[config.mk]
export PLATFORM = sky130hd
export DESIGN_NAME = commit_unit
export DESIGN_NICKNAME = d
export VERILOG_FILES = /design/src/rtl/drac_pkg.sv /design/src/rtl/commit_unit.sv
export SDC_FILE = /design/constraint.sdc
export NUM_CORES = 1
export LEC_CHECK = 0
export BUFFER_PORTS_ARGS = -buffer_cell sky130_fd_sc_hd__buf_4
export CAP_MARGIN = 0
export CORE_AREA = 2 2 116 118
export DETAILED_ROUTE_END_ITERATION = 6
export DIE_AREA = 0 0 118 120
export GPL_TIMING_DRIVEN = 0
export PLACE_DENSITY = 0.71
export SLEW_MARGIN = 40
export SYNTH_ARGS = -nofsm -noshare
export SYNTH_HDL_FRONTEND = slang
export SYNTH_SLANG_ARGS = --single-unit
[constraint.sdc]
create_clock -name clk_i -period 6.63 [get_ports clk_i]
set_input_delay 0.3315 -clock clk_i [delete_from_list [all_inputs] [get_ports clk_i]]
set_output_delay 0.3315 -clock clk_i [all_outputs]
set_load 0.05 [all_outputs]
[src/rtl/drac_pkg.sv]
// Shared types for the graduation list and commit stage, plus the store/AMO
// classifier that both blocks use so they never disagree on what a store is.
package drac_pkg;

  localparam int GL_ENTRIES = 32;
  localparam int PHREG_W    = 6;
  localparam int PHVREG_W   = 6;

  typedef logic [$clog2(GL_ENTRIES)-1:0] gl_index_t;
  typedef logic [PHREG_W-1:0]            phreg_t;
  typedef logic [PHVREG_W-1:0]           phvreg_t;

  typedef enum logic [2:0] {
    INSTR_ALU,
    INSTR_LOAD,
    INSTR_STORE,
    INSTR_AMO,
    INSTR_CSR,
    INSTR_FENCE,
    INSTR_BRANCH
  } instr_type_t;

  typedef struct packed {
    logic        valid;
    logic [5:0]  cause;
    logic [31:0] origin;
  } exception_t;

  typedef struct packed {
    logic        valid;
    instr_type_t instr_type;
    logic        stall_csr_fence;
    exception_t  exception;
    phreg_t      old_prd;
    phvreg_t     old_pvd;
  } gl_instruction_t;

  function automatic logic is_store_or_amo(instr_type_t t);
    return (t == INSTR_STORE) || (t == INSTR_AMO);
  endfunction

endpackage

[src/rtl/commit_unit.sv]
// In-order commit stage: pops the graduation-list head, retires it, releases
// old physical registers and sequences stores, CSRs/fences and traps.
module commit_unit
  import drac_pkg::*;
#(
  parameter int COUNTER_W = 64
) (
  input  logic                 clk_i,
  input  logic                 rstn_i,
  input  gl_instruction_t      instruction_i,
  input  gl_index_t            commit_gl_entry_i,
  input  logic                 gl_empty_i,
  input  logic                 stall_i,
  output logic                 read_head_o,
  output logic                 free_reg_valid_o,
  output phreg_t               free_reg_o,
  output logic                 free_vreg_valid_o,
  output phvreg_t              free_vreg_o,
  output logic                 store_commit_o,
  input  logic                 store_ack_i,
  output logic                 csr_req_o,
  input  logic                 csr_ack_i,
  output logic                 flush_commit_o,
  output logic                 xcpt_valid_o,
  output exception_t           xcpt_o,
  output gl_index_t            xcpt_gl_entry_o,
  output logic [COUNTER_W-1:0] retired_count_o
);

  typedef enum logic [1:0] {RUN, WAIT_STORE, WAIT_CSR, FLUSH} state_t;

  state_t               state_q, state_d;
  logic [COUNTER_W-1:0] count_q, count_d;
  phreg_t               pend_prd_q, pend_prd_d;
  phvreg_t              pend_pvd_q, pend_pvd_d;
  logic                 xcpt_valid_q, xcpt_valid_d;
  exception_t           xcpt_q, xcpt_d;
  gl_index_t            xcpt_entry_q, xcpt_entry_d;

  logic    is_mem, blocking, retire;
  phreg_t  ret_prd;
  phvreg_t ret_pvd;

  assign is_mem   = is_store_or_amo(instruction_i.instr_type);
  assign blocking = instruction_i.exception.valid | is_mem | instruction_i.stall_csr_fence;

  // The head is only valid for one cycle, so blocking instructions park their
  // register releases in pend_* until the ack arrives.
  always_comb begin
    state_d        = state_q;
    pend_prd_d     = pend_prd_q;
    pend_pvd_d     = pend_pvd_q;
    xcpt_valid_d   = 1'b0;
    xcpt_d         = xcpt_q;
    xcpt_entry_d   = xcpt_entry_q;
    retire         = 1'b0;
    ret_prd        = instruction_i.old_prd;
    ret_pvd        = instruction_i.old_pvd;
    read_head_o    = 1'b0;
    store_commit_o = 1'b0;
    csr_req_o      = 1'b0;
    flush_commit_o = 1'b0;
    if (rstn_i) begin
      case (state_q)
        RUN: begin
          read_head_o = ~gl_empty_i & ~stall_i & ~(instruction_i.valid & blocking);
          if (instruction_i.valid) begin
            if (instruction_i.exception.valid) begin
              xcpt_valid_d = 1'b1;
              xcpt_d       = instruction_i.exception;
              xcpt_entry_d = commit_gl_entry_i;
              state_d      = FLUSH;
            end else if (is_mem) begin
              pend_prd_d = instruction_i.old_prd;
              pend_pvd_d = instruction_i.old_pvd;
              state_d    = WAIT_STORE;
            end else if (instruction_i.stall_csr_fence) begin
              pend_prd_d = instruction_i.old_prd;
              pend_pvd_d = instruction_i.old_pvd;
              state_d    = WAIT_CSR;
            end else begin
              retire = 1'b1;
            end
          end
        end
        WAIT_STORE: begin
          store_commit_o = 1'b1;
          ret_prd        = pend_prd_q;
          ret_pvd        = pend_pvd_q;
          if (store_ack_i) begin
            retire  = 1'b1;
            state_d = RUN;
          end
        end
        WAIT_CSR: begin
          csr_req_o = 1'b1;
          ret_prd   = pend_prd_q;
          ret_pvd   = pend_pvd_q;
          if (csr_ack_i) begin
            retire  = 1'b1;
            state_d = FLUSH;
          end
        end
        FLUSH: begin
          flush_commit_o = 1'b1;
          state_d        = RUN;
        end
        default: state_d = RUN;
      endcase
    end
    count_d = count_q + {{(COUNTER_W-1){1'b0}}, retire};
  end

  always_comb begin
    free_reg_valid_o  = retire & (ret_prd != '0);
    free_vreg_valid_o = retire & (ret_pvd != '0);
    free_reg_o        = free_reg_valid_o  ? ret_prd : '0;
    free_vreg_o       = free_vreg_valid_o ? ret_pvd : '0;
  end

  always_ff @(posedge clk_i or negedge rstn_i) begin
    if (!rstn_i) begin
      state_q      <= RUN;
      count_q      <= '0;
      pend_prd_q   <= '0;
      pend_pvd_q   <= '0;
      xcpt_valid_q <= 1'b0;
      xcpt_q       <= '0;
      xcpt_entry_q <= '0;
    end else begin
      state_q      <= state_d;
      count_q      <= count_d;
      pend_prd_q   <= pend_prd_d;
      pend_pvd_q   <= pend_pvd_d;
      xcpt_valid_q <= xcpt_valid_d;
      xcpt_q       <= xcpt_d;
      xcpt_entry_q <= xcpt_entry_d;
    end
  end

  assign xcpt_valid_o    = xcpt_valid_q;
  assign xcpt_o          = xcpt_q;
  assign xcpt_gl_entry_o = xcpt_entry_q;
  assign retired_count_o = count_q;

  // The GL only presents a head after a granted pop, which is only possible in RUN.
  assert property (@(posedge clk_i) disable iff (!rstn_i) instruction_i.valid |-> state_q == RUN);

endmodule
# Yosys cells after proc, flatten, opt, wreduce, memory -nomap -nowiden
# Index checks and enable logic that the tools add are counted.
[word_totals]
ff_bits = 123
elab_cells = 76
out_inout_bits = 127
[classes]
n_reduce_logical = 9
n_eq_ne = 9
muxes = 37
bitwise = 11
n_addsub = 1
[op_table]
columns = ["op", "count"]
rows = [
  ["64-bit by 1-bit adder with 64-bit output", 1],
  ["6-bit 2-to-1 mux", 10],
  ["1-bit 2-to-1 mux", 19],
  ["2-bit 2-to-1 mux", 6],
  ["6-bit nonzero test", 2],
  ["5-bit AND reduction", 2],
  ["2-bit one-hot mux with 4 select lines", 1],
  ["3-bit by 2-bit == test with 1-bit output (second input constant)", 2],
  ["2-bit != test (second input constant)", 3],
  ["1-bit bitwise AND", 5],
  ["2-bit == test (second input constant)", 2],
  ["4-bit != test (second input constant)", 1],
  ["1-bit inverter", 4],
  ["4-bit AND reduction", 1],
  ["1-bit one-hot mux with 3 select lines", 1],
  ["2-bit by 1-bit == test with 1-bit output (second input constant)", 1],
  ["2-bit zero test", 1],
  ["1-bit OR", 2],
  ["2-bit nonzero test", 1],
  ["2-bit OR reduction", 1],
  ["1-bit logical OR", 1],
]

# Longest topological paths before layout
# Gate-level depths: netlist (run 1).
[logic_depth]
depth_word = 9
ltp_mapped = 12

# Worst setup path after synthesis (run 1)
# OpenSTA, ideal clock, no wires.
[synth_path]
path_kind = "reg2reg"
startpoint = "register state_q[0]"
endpoint = "register count_q[62], in the netlist retired_count_o[62]"
period_less_slack_ns = 2.937
slack_ns = 3.693
stages_incl_launch_ff = 13
setup_ns = 0.082
required_ns = 6.548
path_buffers = 0
arrival_time_ns = 2.855
cell_sequence = "dfrtp_1 -> inv_1 -> ha_1 -> nor2b_1 -> nor4bb_1 -> o21ai_0 -> inv_1 -> ha_1 -> nand4_2 -> nor4_4 -> nand4_2 -> nor4_2 -> xor2_1"
[synth_between]
elab_chain_cells = 4
[synth_lines]
columns = ["item", "line_no", "text"]
rows = [
  ["from (decl)", "commit_unit.sv:32", "state_t state_q, state_d;"],
  ["from (signal assigned)", "commit_unit.sv:131", "state_q <= state_d;"],
  ["2-bit == test, or another cell as far along", "commit_unit.sv:64", "case (state_q)"],
  ["1-bit one-hot mux with 3 select lines *", "commit_unit.sv:64", ""],
  ["1-bit 2-to-1 mux *", "commit_unit.sv:63", "if (rstn_i) begin"],
  ["64-bit by 1-bit adder with 64-bit output *", "commit_unit.sv:111", "count_d = count_q + {{(COUNTER_W-1){1'b0}}, retire};"],
  ["named net count_d[62]", "commit_unit.sv:33", "logic [COUNTER_W-1:0] count_q, count_d;"],
  ["to (signal assigned)", "commit_unit.sv:132", "count_q <= count_d;"],
  ["to (decl)", "commit_unit.sv:33", ""],
]
# Mark *: on every way through the listed nets, which the timed path passes. The rest lies on a longest branch.
# A chain may end at the register's enable or synchronous reset.

# Final worst setup path (run 1)
[layout_path]
startpoint = "input rstn_i"
endpoint = "register count_q[60], in the netlist retired_count_o[60]"
[layout_between]
elab_chain_cells = 2
[layout_lines]
columns = ["item", "line_no", "text"]
rows = [
  ["from (decl)", "commit_unit.sv:9", "input logic rstn_i,"],
  ["1-bit 2-to-1 mux", "commit_unit.sv:63", ""],
  ["64-bit by 1-bit adder with 64-bit output", "commit_unit.sv:111", ""],
  ["named net count_d[60]", "commit_unit.sv:33", ""],
]
# The timed path passes the listed nets, and every way through them passes these cells.

==> metrics.txt, run 1 <==
CTS buffer count=17; Worst Tran Pin Value=0.660 ns; vias in the first global route=between 4000 and 5000; max-slew violation count=0; startpoint types=input port; PortBufs=around 190; min Tclk post-route=roughly 4.3 ns; Worst Hold Depth=3; total chip power=about 0.0033 W; GRT overflow=0; final hold violation count=0; critical path peak fanout=65; routed vias=4800; register area share after synthesis=54.8%; Leakage=roughly 4.1 nW; Final #Nets=roughly 850; HP Class=input port to flip-flop; die width=around 120 um; CTS H-Tree Depth=4; CTS max path bufs=2; uppermost layer routed=met4; gr usage total=a little over a fifth; WL met1=6320 um; final worst slack=about 2.4 ns; final count of negative-setup-slack endpoints=0; slew margin rel.=a little under three fifths; met2 WL post-DR=~7300 um; clock sinks=between 100 and 150; Crit Path Class=input port to flip-flop; worst slack, placed=2.51 ns; Hold Path End=xcpt_gl_entry_o[2]; first-pass GRT wire length=24200 um; Die Area=approximately 14000 um^2; share of the synthesized area in the top cell type=54.8%; vias per cell=a little under 5; Hold Startpoint=commit_gl_entry_i[2]; leading area contributor after synthesis=dfrtp_1; die height=around 120 um; Distinct cells, synth=38; top cells by area, synth=dfrtp_1 (55%), nand2_1 (12%), xnor2_1 (5.0%); CTS tree=built; DP Wirelength=11000 um; Ports=~190; pin count of the biggest net entering global routing=66; switching part of the total power=between 40% and 50%; reg2reg path depth=12; combinational share of power=between 30% and 40%; share of layout cells above drive strength 1=a little under a third; n_diodes=0; unrepaired setup endpoints after global routing=false; setup TNS=0 ns; switching power=approximately 0.0014 W; Post-synth ARST share=100%; Yosys reg bits=123; Starting DRT DRC Count=255; Int Power=between 0.0015 and 0.002 W; Syn Nets=around 640; Pwr Density=415 nW/um^2; Primary FF master, synth=dfrtp_1; most common cell in the netlist=nand2_1; RD Place Congestion=between 0.8 and 0.9; crit path max-delay cell type=nor4_4; status=complete, no violations; Clock Skews=0.00821 ns; Flop pwr share=about a third; area growth from synthesis to layout=40.9%; antenna viol nets, final=0; Final period util=between 60% and 70%; clk_lat worst skew=0.41 ns; R2R Setup Slk=roughly 2.8 ns; antenna violations before repair=0; residual DRC count=0; Post-synth EDFFs=0; crit-path max cell delay=about 0.64 ns; cells along the critical path=dlygate4sd3_1 -> buf_8 -> buf_16 -> clkbuf_1 -> nor2b_1 -> o21ai_0 -> inv_1 -> ha_1 -> nand4_2 -> nor4_4 -> nand4_1 -> nor4_1 -> xor2_1; Synth Instances=roughly 570; syn avg cell area=9.93 um^2; Cell Area, Synth=around 5600 um^2; Finished Core Util=about 60%; Max-Cap Viols=0; synth cell count leaders=nand2_1 (174), dfrtp_1 (123), xnor2_1 (32); Core ar.=13000 um^2; met3 WL post-DR=between 500 and 600 um; Clock Root Buffer=clkbuf_16; Reg-to-Reg Start=state_q[0]; critical path capture point type=flip-flop; Initial Util=a little over two fifths; DR pass1 iterations=4; Max Fclk=~0.23 GHz; Worst IR Drop VDD=~0.00033 V; Clock Power Share=about 28%; Synth Warn #=0; WL/cell=roughly 15 um; Routed WL=about 15000 um; reg-to-reg endpoint=retired_count_o[60]; Worst-path clk slew=about 0.060 ns; num rows=42; worst endpoint data arrival time=between 4 and 5 ns; Critical Path RT=between 6 and 7 ns
## power by group through the flow
stage	logic (W)	clock network [W]	registers, W
floorplan	0.000359	0	0.00159
finish	0.00130	0.000904	0.00107
CTS	0.00131	0.000924	0.00107
global placement	0.00129	0	0.00107
global route	0.00138	0.000962	0.00110
detailed placement	0.00131	0	0.00108
## stage by stage
stage	hold slack (ns)	cell area, um^2	instances
2_1_floorplan	0.0359	5610	565
3_3_place_gp	0.456	7270	933
3_5_place_dp	0.291	7310	934
4_1_cts	0.0939	7910	967
5_1_grt	0.106	7910	967
6_report	0.113	7910	967
## cell families (layout without fill, tap and decap cells)
group	count (synthesis)	in the layout	synth area share, %
adder cells (fa/ha/maj)	7	7	1.56
XOR/XNOR	63	63	9.83
multiplexers	14	14	2.81
flip-flops	123	123	54.8
buffers and inverters	32	258	2.14
AO/OA/AOI/OAI	22	22	2.39
AND/OR/NAND/NOR	304	304	26.4
## critical path: cells and delay by family
family / cells / cell delay (ns)
and+or+nand+nor: 5 / 1.88
xor gates and xnor gates: 1 / 0.20
AOI/OAI and AO/OA: 1 / 0.21
buffers and inverters: 5 / 1.75
adders and majority gates: 1 / 0.19
## flip-flops by register name (all words and copies together), names as in the netlist
signal	cells
retired_count_o	64
xcpt_o	39
pend_prd_q	6
pend_pvd_q	6
xcpt_gl_entry_o	5
state_q	2
xcpt_valid_o	1
## placed cells by master, fill, tap and decap left out, types with 2 or more instances in the layout
cell and instances:
nor4_4 3, bufinv_16 2, nor4_1 11, dfrtp_1 123, nand4_1 26, clkbuf_16 17
xnor2_1 32, clkbuf_8 3, nor2b_1 3, mux2_2 14, and4_1 3, nand4_2 3
a21oi_1 15, nor2_1 23, nor3_1 16, nor4_2 3, clkinv_2 4, and2_2 2
or4_1 2, clkinvlp_4 4, inv_1 16, buf_4 191, and2_1 3, nand3_1 19
and3_1 6, a221o_1 2, clkbuf_1 15, ha_1 7, xor2_1 31, nand2_1 174
## metal layers
metal / vias to the layer above / GRT usage (%)
li1: 2315 / -
met1: 2336 / 25.9
met2: 118 / 36.0
met3: 31 / 4.80
met4: 0 / 10.0
met5: - / 0
## cell type report
| class | count | area [um^2] |
|---|---|---|
| timing repair buffer | 194 | 1490 |
| buffer | 15 | 56.3 |
| sequential | 123 | 3080 |
| clock inverter | 11 | 119 |
| tap | 176 | 220 |
| clock buffer | 21 | 470 |
| fill | 1133 | 5070 |
| inverter | 17 | 63.8 |
| multi-input combinational | 410 | 2410 |
## how the worst max path moves through the flow
stage	end	slack, ns	startpoint	cells past startpoint
6_report	retired_count_o[60]	2.37	rstn_i	13
5_1_grt	retired_count_o[60]	2.02	rstn_i	13
4_1_cts	retired_count_o[60]	2.34	rstn_i	13
3_5_place_dp	retired_count_o[60]	2.51	rstn_i	12
3_3_place_gp	retired_count_o[60]	2.20	rstn_i	11
2_1_floorplan	retired_count_o[62]	3.69	state_q[0]	12
## timing repair
item                      CTS  global route
resized for setup           0             0
hold endpoints to repair   59             0
hold buffers                1             0
setup buffers               0             0
(Power assumes the default switching activity.)
==> run 2, diff against run 1 <==
--- a/config.mk
+++ b/config.mk
@@ -11,7 +11,7 @@
 export DETAILED_ROUTE_END_ITERATION = 6
 export DIE_AREA = 0 0 118 120
 export GPL_TIMING_DRIVEN = 0
-export PLACE_DENSITY = 0.71
+export PLACE_DENSITY = 0.74
 export SLEW_MARGIN = 40
 export SYNTH_ARGS = -nofsm -noshare
 export SYNTH_HDL_FRONTEND = slang
==> constraint.sdc (replaced) <==
create_clock -name clk_i -period 3.8 [get_ports clk_i]
set_input_delay 0.19 -clock clk_i [delete_from_list [all_inputs] [get_ports clk_i]]
set_output_delay 0.19 -clock clk_i [all_outputs]
set_load 0.05 [all_outputs]
==> run 2 against run 1 <==
  * Wire length grew 8.8%
  * Die area is the same
  * Clock power up 86%
  * Core utilization rose by 3.7 points
  * Non-clock buffer count up 46
  * Global-route usage grew 1.3 points
  * Power up 80%
  * Worst setup slack worse by 2.1 ns
  * Critical path depth stayed put
  * Clock skew about the same
  * Critical endpoint is now retired_count_o[63]
==> metrics.txt, run 2 (synthesized netlist as in run 1, its figures left out) <==
Worst path depth=13 (unchanged); worst endpoint data arrival time=3.88 ns (-0.70 ns); Finished Core Util=64.7% (+3.7 points); critical path startpoint=state_q[0]; WL/cell=15.7 um (+4.0%); reg2reg path depth=13 (+1); Final #Nets=898 (+5.4%); RD Place Congestion=0.890 (+0.88%); Final period util=between 90% and 100%; Top Family by Delay on Critical Path=simple AND/OR/NAND/NOR gates; Max Fclk=0.281 GHz; Max-Cap Viols=0 (unchanged); num rows=42 (unchanged); worst slack, placed=0.0895 ns (-2.42 ns); crit path max-delay cell type=dfrtp_1; most frequent cells in the layout=buf_4 (195), nand2_1 (174), dfrtp_1 (123), dlygate4sd3_1 (43), xnor2_1 (32); critical path capture point type=flip-flop; Worst IR Drop VDD=0.000570 V (+73%); pin count of the biggest net entering global routing=66 (unchanged); status=complete, no violations; first-pass GRT wire length=25300 um (+4.4%); Clock Root Buffer=clkbuf_16; Crit Path Class=flip-flop to flip-flop; reg-to-reg endpoint=retired_count_o[63]; WP buf/inv=3 (-2); min Tclk post-route=around 3.6 ns; CTS tree=built; routed vias=5134 (+7.0%); Initial Util=43.2% (unchanged); vias per cell=5.07 (+2.2%); n_diodes=0 (unchanged); Clock Skews=0.00807 ns (-0.000143 ns); cells along the critical path=inv_1 -> ha_1 -> nor2b_1 -> nor4bb_1 -> o21ai_0 -> inv_1 -> ha_1 -> nand4_1 -> nor4_4 -> buf_4 -> nand4_1 -> nor3_1 -> xor2_1; GRT overflow=0 (unchanged); vias in the first global route=5134 (+3.3%); DP Wirelength=11000 um (-0.69%); Critical Path RT=4.13 ns (-2.83 ns); Pwr Density=705 nW/um^2 (+70%); Setup crit end=retired_count_o[63]; antenna viol nets, final=0 (unchanged); critical path peak fanout=7 (-89%); area growth from synthesis to layout=49.6%; Core ar.=13000 um^2 (unchanged); clock sinks=123 (unchanged); crit-path max cell delay=0.43 ns (-0.21 ns); share of layout cells above drive strength 1=30.5% (-1.5 points); CTS max path bufs=2 (unchanged); CTS buffer count=17 (unchanged); slew margin rel.=56.7% (+1.0 points); final worst slack=0.246 ns (-2.13 ns); final hold violation count=0 (unchanged); CTS H-Tree Depth=4 (unchanged); Routed WL=15800 um (+8.8%); Worst-path clk slew=0.05 ns (about the same); clk_lat worst skew=0.41 ns (about the same); gr usage total=22.6% (+1.3 points); PortBufs=192 (unchanged); startpoint types=flip-flop; R2R Setup Slk=0.25 ns (-2.53 ns); Starting DRT DRC Count=382 (+50%); max-slew violation count=0 (unchanged); commonest non-fill, non-tap cell in the layout=buf_4; die height=120 um (unchanged); Reg-to-Reg Start=state_q[0]; Leakage=4.35 nW (+5.4%); antenna violations before repair=0 (unchanged); final count of negative-setup-slack endpoints=0 (unchanged); HP Class=input port to flip-flop; residual DRC count=0 (unchanged); die width=118 um (unchanged); DR pass1 iterations=4 (unchanged); Die Area=14200 um^2 (unchanged); Worst Tran Pin Value=0.643 ns (-0.0161 ns); Ports=194 (unchanged); max reg flops=64 (unchanged)
-- run 2: cell types whose count changed in the layout (fill, tap and decap cells not counted), moves of 2 or more --
cell / previous run / this run
buf_4: 191 / 195
dlygate4sd3_1: 1 / 43
clkinvlp_4: 4 / 0
bufinv_16: 2 / 4
clkbuf_1: 15 / 17
-- run 2: through the flow --
stage                     setup TNS, ns  hold slack, ns  power (W)  std cells  area [um^2]
after detailed placement              0           0.161    0.00419        934         7310
after floorplan                       0          -0.106    0.00340        565         5610
final                                 0          0.0335    0.00592       1012         8390
after global routing            -0.0679          0.0170    0.00617       1012         8390
after CTS                             0         0.00614    0.00593       1008         8360
after global placement            -8.07           0.381    0.00411        933         7270
-- run 2: area by class of cell --
| type | count | area, um^2 |
|---|---|---|
| fill | 994 | 4590 |
| sequential | 123 | 3080 |
| multi-input combinational | 410 | 2420 |
| timing repair buffer | 240 | 1940 |
| clock buffer | 23 | 478 |
| tap | 176 | 220 |
| clock inverter | 8 | 140 |
| inverter | 17 | 63.8 |
| buffer | 15 | 56.3 |
-- run 2: worst min-delay path by stage --
stage / start / to / slack, ns / cells past startpoint
after floorplan: rstn_i / pend_prd_q[0] / -0.11 / 0
after CTS: instruction_i[18] / xcpt_o[6] / 0.006 / 3
final: instruction_i[18] / xcpt_o[6] / 0.03 / 3
after global routing: instruction_i[5] / pend_pvd_q[5] / 0.02 / 2
after detailed placement: rstn_i / xcpt_gl_entry_o[1] / 0.16 / 1
after global placement: instruction_i[45] / xcpt_o[33] / 0.38 / 3
-- run 2: where the power goes --
| group | total (W) | internal [W] | leakage (nW) | switching [W] |
|---|---|---|---|---|
| clock | 0.00168 | 0.00114 | 0.307 | 0.000542 |
| combinational | 0.00234 | 0.000712 | 2.44 | 0.00163 |
| sequential | 0.00189 | 0.00165 | 1.60 | 0.000238 |
| total | 0.00592 | 0.00350 | 4.35 | 0.00241 |
-- run 2: metal layers --
| metal | vias up | track usage (%) | part of all wire, % |
|---|---|---|---|
| li1 | 2421 | - | - |
| met1 | 2506 | 26.8 | 40 |
| met2 | 166 | 37.6 | 51 |
| met3 | 41 | 5.89 | 5.5 |
| met4 | 0 | 12.1 | 3.3 |
| met5 | - | 0 | 0 |
-- run 2: timing repair --
item / CTS / global route
gates resized for setup: 0 / 1
hold endpoints to repair: 100 / 0
hold buffers: 43 / 0
setup endpoints to repair: 0 / 20
buffers inserted: 0 / 4
-- run 2: tightest hold or removal path, cell delays in order --
cell and delay [ns]:
buf_4 0.08, nand2_1 0.07, nand2_1 0.07
==> run 3, diff against run 2 <==
--- a/config.mk
+++ b/config.mk
@@ -7,11 +7,11 @@
 export LEC_CHECK = 0
 export BUFFER_PORTS_ARGS = -buffer_cell sky130_fd_sc_hd__buf_4
 export CAP_MARGIN = 0
-export CORE_AREA = 2 2 116 118
+export CORE_AREA = 2 2 115 117
 export DETAILED_ROUTE_END_ITERATION = 6
-export DIE_AREA = 0 0 118 120
+export DIE_AREA = 0 0 117 119
 export GPL_TIMING_DRIVEN = 0
-export PLACE_DENSITY = 0.74
+export PLACE_DENSITY = 0.75
 export SLEW_MARGIN = 40
 export SYNTH_ARGS = -nofsm -noshare
 export SYNTH_HDL_FRONTEND = slang
==> run 3 against run 2 <==
  * Maximum frequency increased by 1.2%
  * Critical path depth unchanged
  * Highest routed layer unchanged
  * Clock-buffer cell count decreased by 1
  * Critical endpoint is now retired_count_o[60]
==> metrics.txt, run 3 (synthesized netlist as in run 1, its figures left out) <==
HP Class=input port to flip-flop; share of layout cells above drive strength 1=30.8% (+0.25 points); Critical Path RT=4.13 ns (about the same); most frequent cells in the layout=buf_4 (195), nand2_1 (174), dfrtp_1 (123), dlygate4sd3_1 (44), xnor2_1 (32); max reg flops=64 (unchanged); gr usage total=22.6% (+0.032 points); Int Power=0.00331 W (-5.4%); DR pass1 iterations=5 (+1); critical path peak fanout=5 (-2); startpoint types=flip-flop; Clock Skews=0.00959 ns (+0.00152 ns); clk_lat worst skew=0.41 ns (about the same); Routed WL=15300 um (-3.6%); Worst-path clk slew=0.05 ns (about the same); WHS=0.0411 ns (+0.00761 ns); Initial Util=43.6% (+0.35 points); critical path capture point type=flip-flop; CTS H-Tree Depth=4 (unchanged); Clock Power Share=26.5% (-2.0 points); switching power=0.00242 W (+0.46%); Leakage=4.33 nW (-0.35%); worst slack, placed=-0.0678 ns (-0.157 ns); antenna viol nets, final=0 (unchanged); CTS buffer count=17 (unchanged); DP Wirelength=10700 um (-2.4%); PortBufs=192 (unchanged); status=complete, no violations; CTS max path bufs=2 (unchanged); GRT overflow=0 (unchanged); Final #Nets=900 (+0.22%); Core ar.=12900 um^2 (-0.81%); setup TNS=0 ns (unchanged); num rows=42 (unchanged); die width=117 um (-0.85%); Final period util=92.4% (-1.1 points); first-pass GRT wire length=24800 um (-1.7%); final count of negative-setup-slack endpoints=0 (unchanged); Die Area=13900 um^2 (-1.7%); Clock Root Buffer=clkbuf_16; die height=119 um (-0.83%); total chip power=0.00574 W (-3.0%); routed vias=5149 (+0.29%); pin count of the biggest net entering global routing=69 (+4.5%); residual DRC count=0 (unchanged); slew margin rel.=59.9% (+3.2 points); vias per cell=5.07 (about the same); final hold violation count=0 (unchanged); reg2reg path depth=13 (unchanged); Worst Tran Pin Value=0.596 ns (-0.0479 ns); Worst Hold Depth=2 (-1); switching part of the total power=42.3% (+1.5 points); n_diodes=0 (unchanged); combinational share of power=40.6% (+1.0 points); commonest non-fill, non-tap cell in the layout=buf_4; final worst slack=0.289 ns (+0.0433 ns); WL/cell=15.1 um (-3.8%); min Tclk post-route=3.51 ns (-0.0433 ns); antenna violations before repair=0 (unchanged); Ports=194 (unchanged); Placed Cells=934 (unchanged); CTS tree=built; worst endpoint data arrival time=3.84 ns (-0.04 ns); unrepaired setup endpoints after global routing=false; Worst IR Drop VDD=0.000547 V (-4.0%); Pwr Density=684 nW/um^2 (-3.0%); max-slew violation count=0 (unchanged); Crit Path Class=flip-flop to flip-flop; vias in the first global route=5149 (+0.29%); Max Fclk=0.285 GHz (+1.2%); Flop pwr share=32.9% (+1.0 points); clock sinks=123 (unchanged); Final Non-Filler Cells=1015 (+0.30%); Max-Cap Viols=0 (unchanged); Starting DRT DRC Count=321 (-16%); RD Place Congestion=0.882 (-0.82%); area growth from synthesis to layout=49.5% (about the same)
==> run 3: changes by cell type in the layout (fill, tap and decap cells not counted), sizes merged <==
| cell | before | now |
|---|---|---|
| buf | 198 | 199 |
| bufinv | 4 | 1 |
| clkbuf | 37 | 36 |
| clkinv | 5 | 6 |
| clkinvlp | 0 | 4 |
| dlygate4sd3 | 43 | 44 |
==> run 3: worst paths after layout <==
path | start | endpoint | slack [ns]
setup / recovery | state_q[0] | retired_count_o[60] | 0.29
hold reg to reg | xcpt_o[38] | xcpt_o[38] | 0.47
setup reg to reg | state_q[0] | retired_count_o[60] | 0.29
min in group asynchronous | rstn_i | retired_count_o[52] | 0.34
max in group asynchronous | rstn_i | xcpt_o[26] | 3.14
hold / removal | instruction_i[7] | pend_prd_q[1] | 0.04
==> run 3: layer usage <==
layer	up-vias	part of all wire (%)	track usage, %
met3	36	5.2	5.55
met5	-	0	0
met4	0	3.0	10.4
li1	2423	-	-
met1	2511	41	28.3
met2	179	51	36.6
==> run 3: power by group through the flow <==
stage          clock, W  sequential [W]  combinational [W]
6_report        0.00152         0.00189            0.00233
4_1_cts         0.00155         0.00187            0.00232
2_1_floorplan         0         0.00278           0.000626
3_3_place_gp          0         0.00187            0.00224
5_1_grt         0.00162         0.00194            0.00245
3_5_place_dp          0         0.00189            0.00228
==> run 3: repair_timing <==
item                                   in CTS  in global routing
setup endpoints to repair                   0                 20
resized for setup                           0                  2
hold buffers                               45                  0
buffers inserted                            0                  4
endpoints found under the hold margin     111                  0
==> run 3: final cells by class <==
type | instances | area [um^2]
repair buffers | 242 | 1970
well taps | 176 | 220
inverters | 17 | 63.8
flip-flops and latches | 123 | 3080
plain buffers | 15 | 56.3
clock buffers | 22 | 474
clock inverters | 10 | 92.6
fillers | 999 | 4490
multi-input cells | 410 | 2430
==> run 3: worst max-delay path, stage by stage (launching register included) <==
cell and delay, ns:
dfrtp_1 0.43, inv_1 0.10, ha_1 0.26, nor2b_1 0.27, nor4bb_1 0.33, o21ai_0 0.24, inv_1 0.14, ha_1 0.20
nand4_2 0.23, nor4_4 0.37, buf_4 0.20, nand4_1 0.24, nor4_2 0.27, xor2_1 0.16
==> run 3: through the flow <==
stage / utilization (%) / cell area, um^2
detailed placement: 56.8 / 7310
finish: 65.2 / 8390
global placement: 56.5 / 7270
CTS: 64.8 / 8340
global route: 65.2 / 8390
floorplan: - / 5610
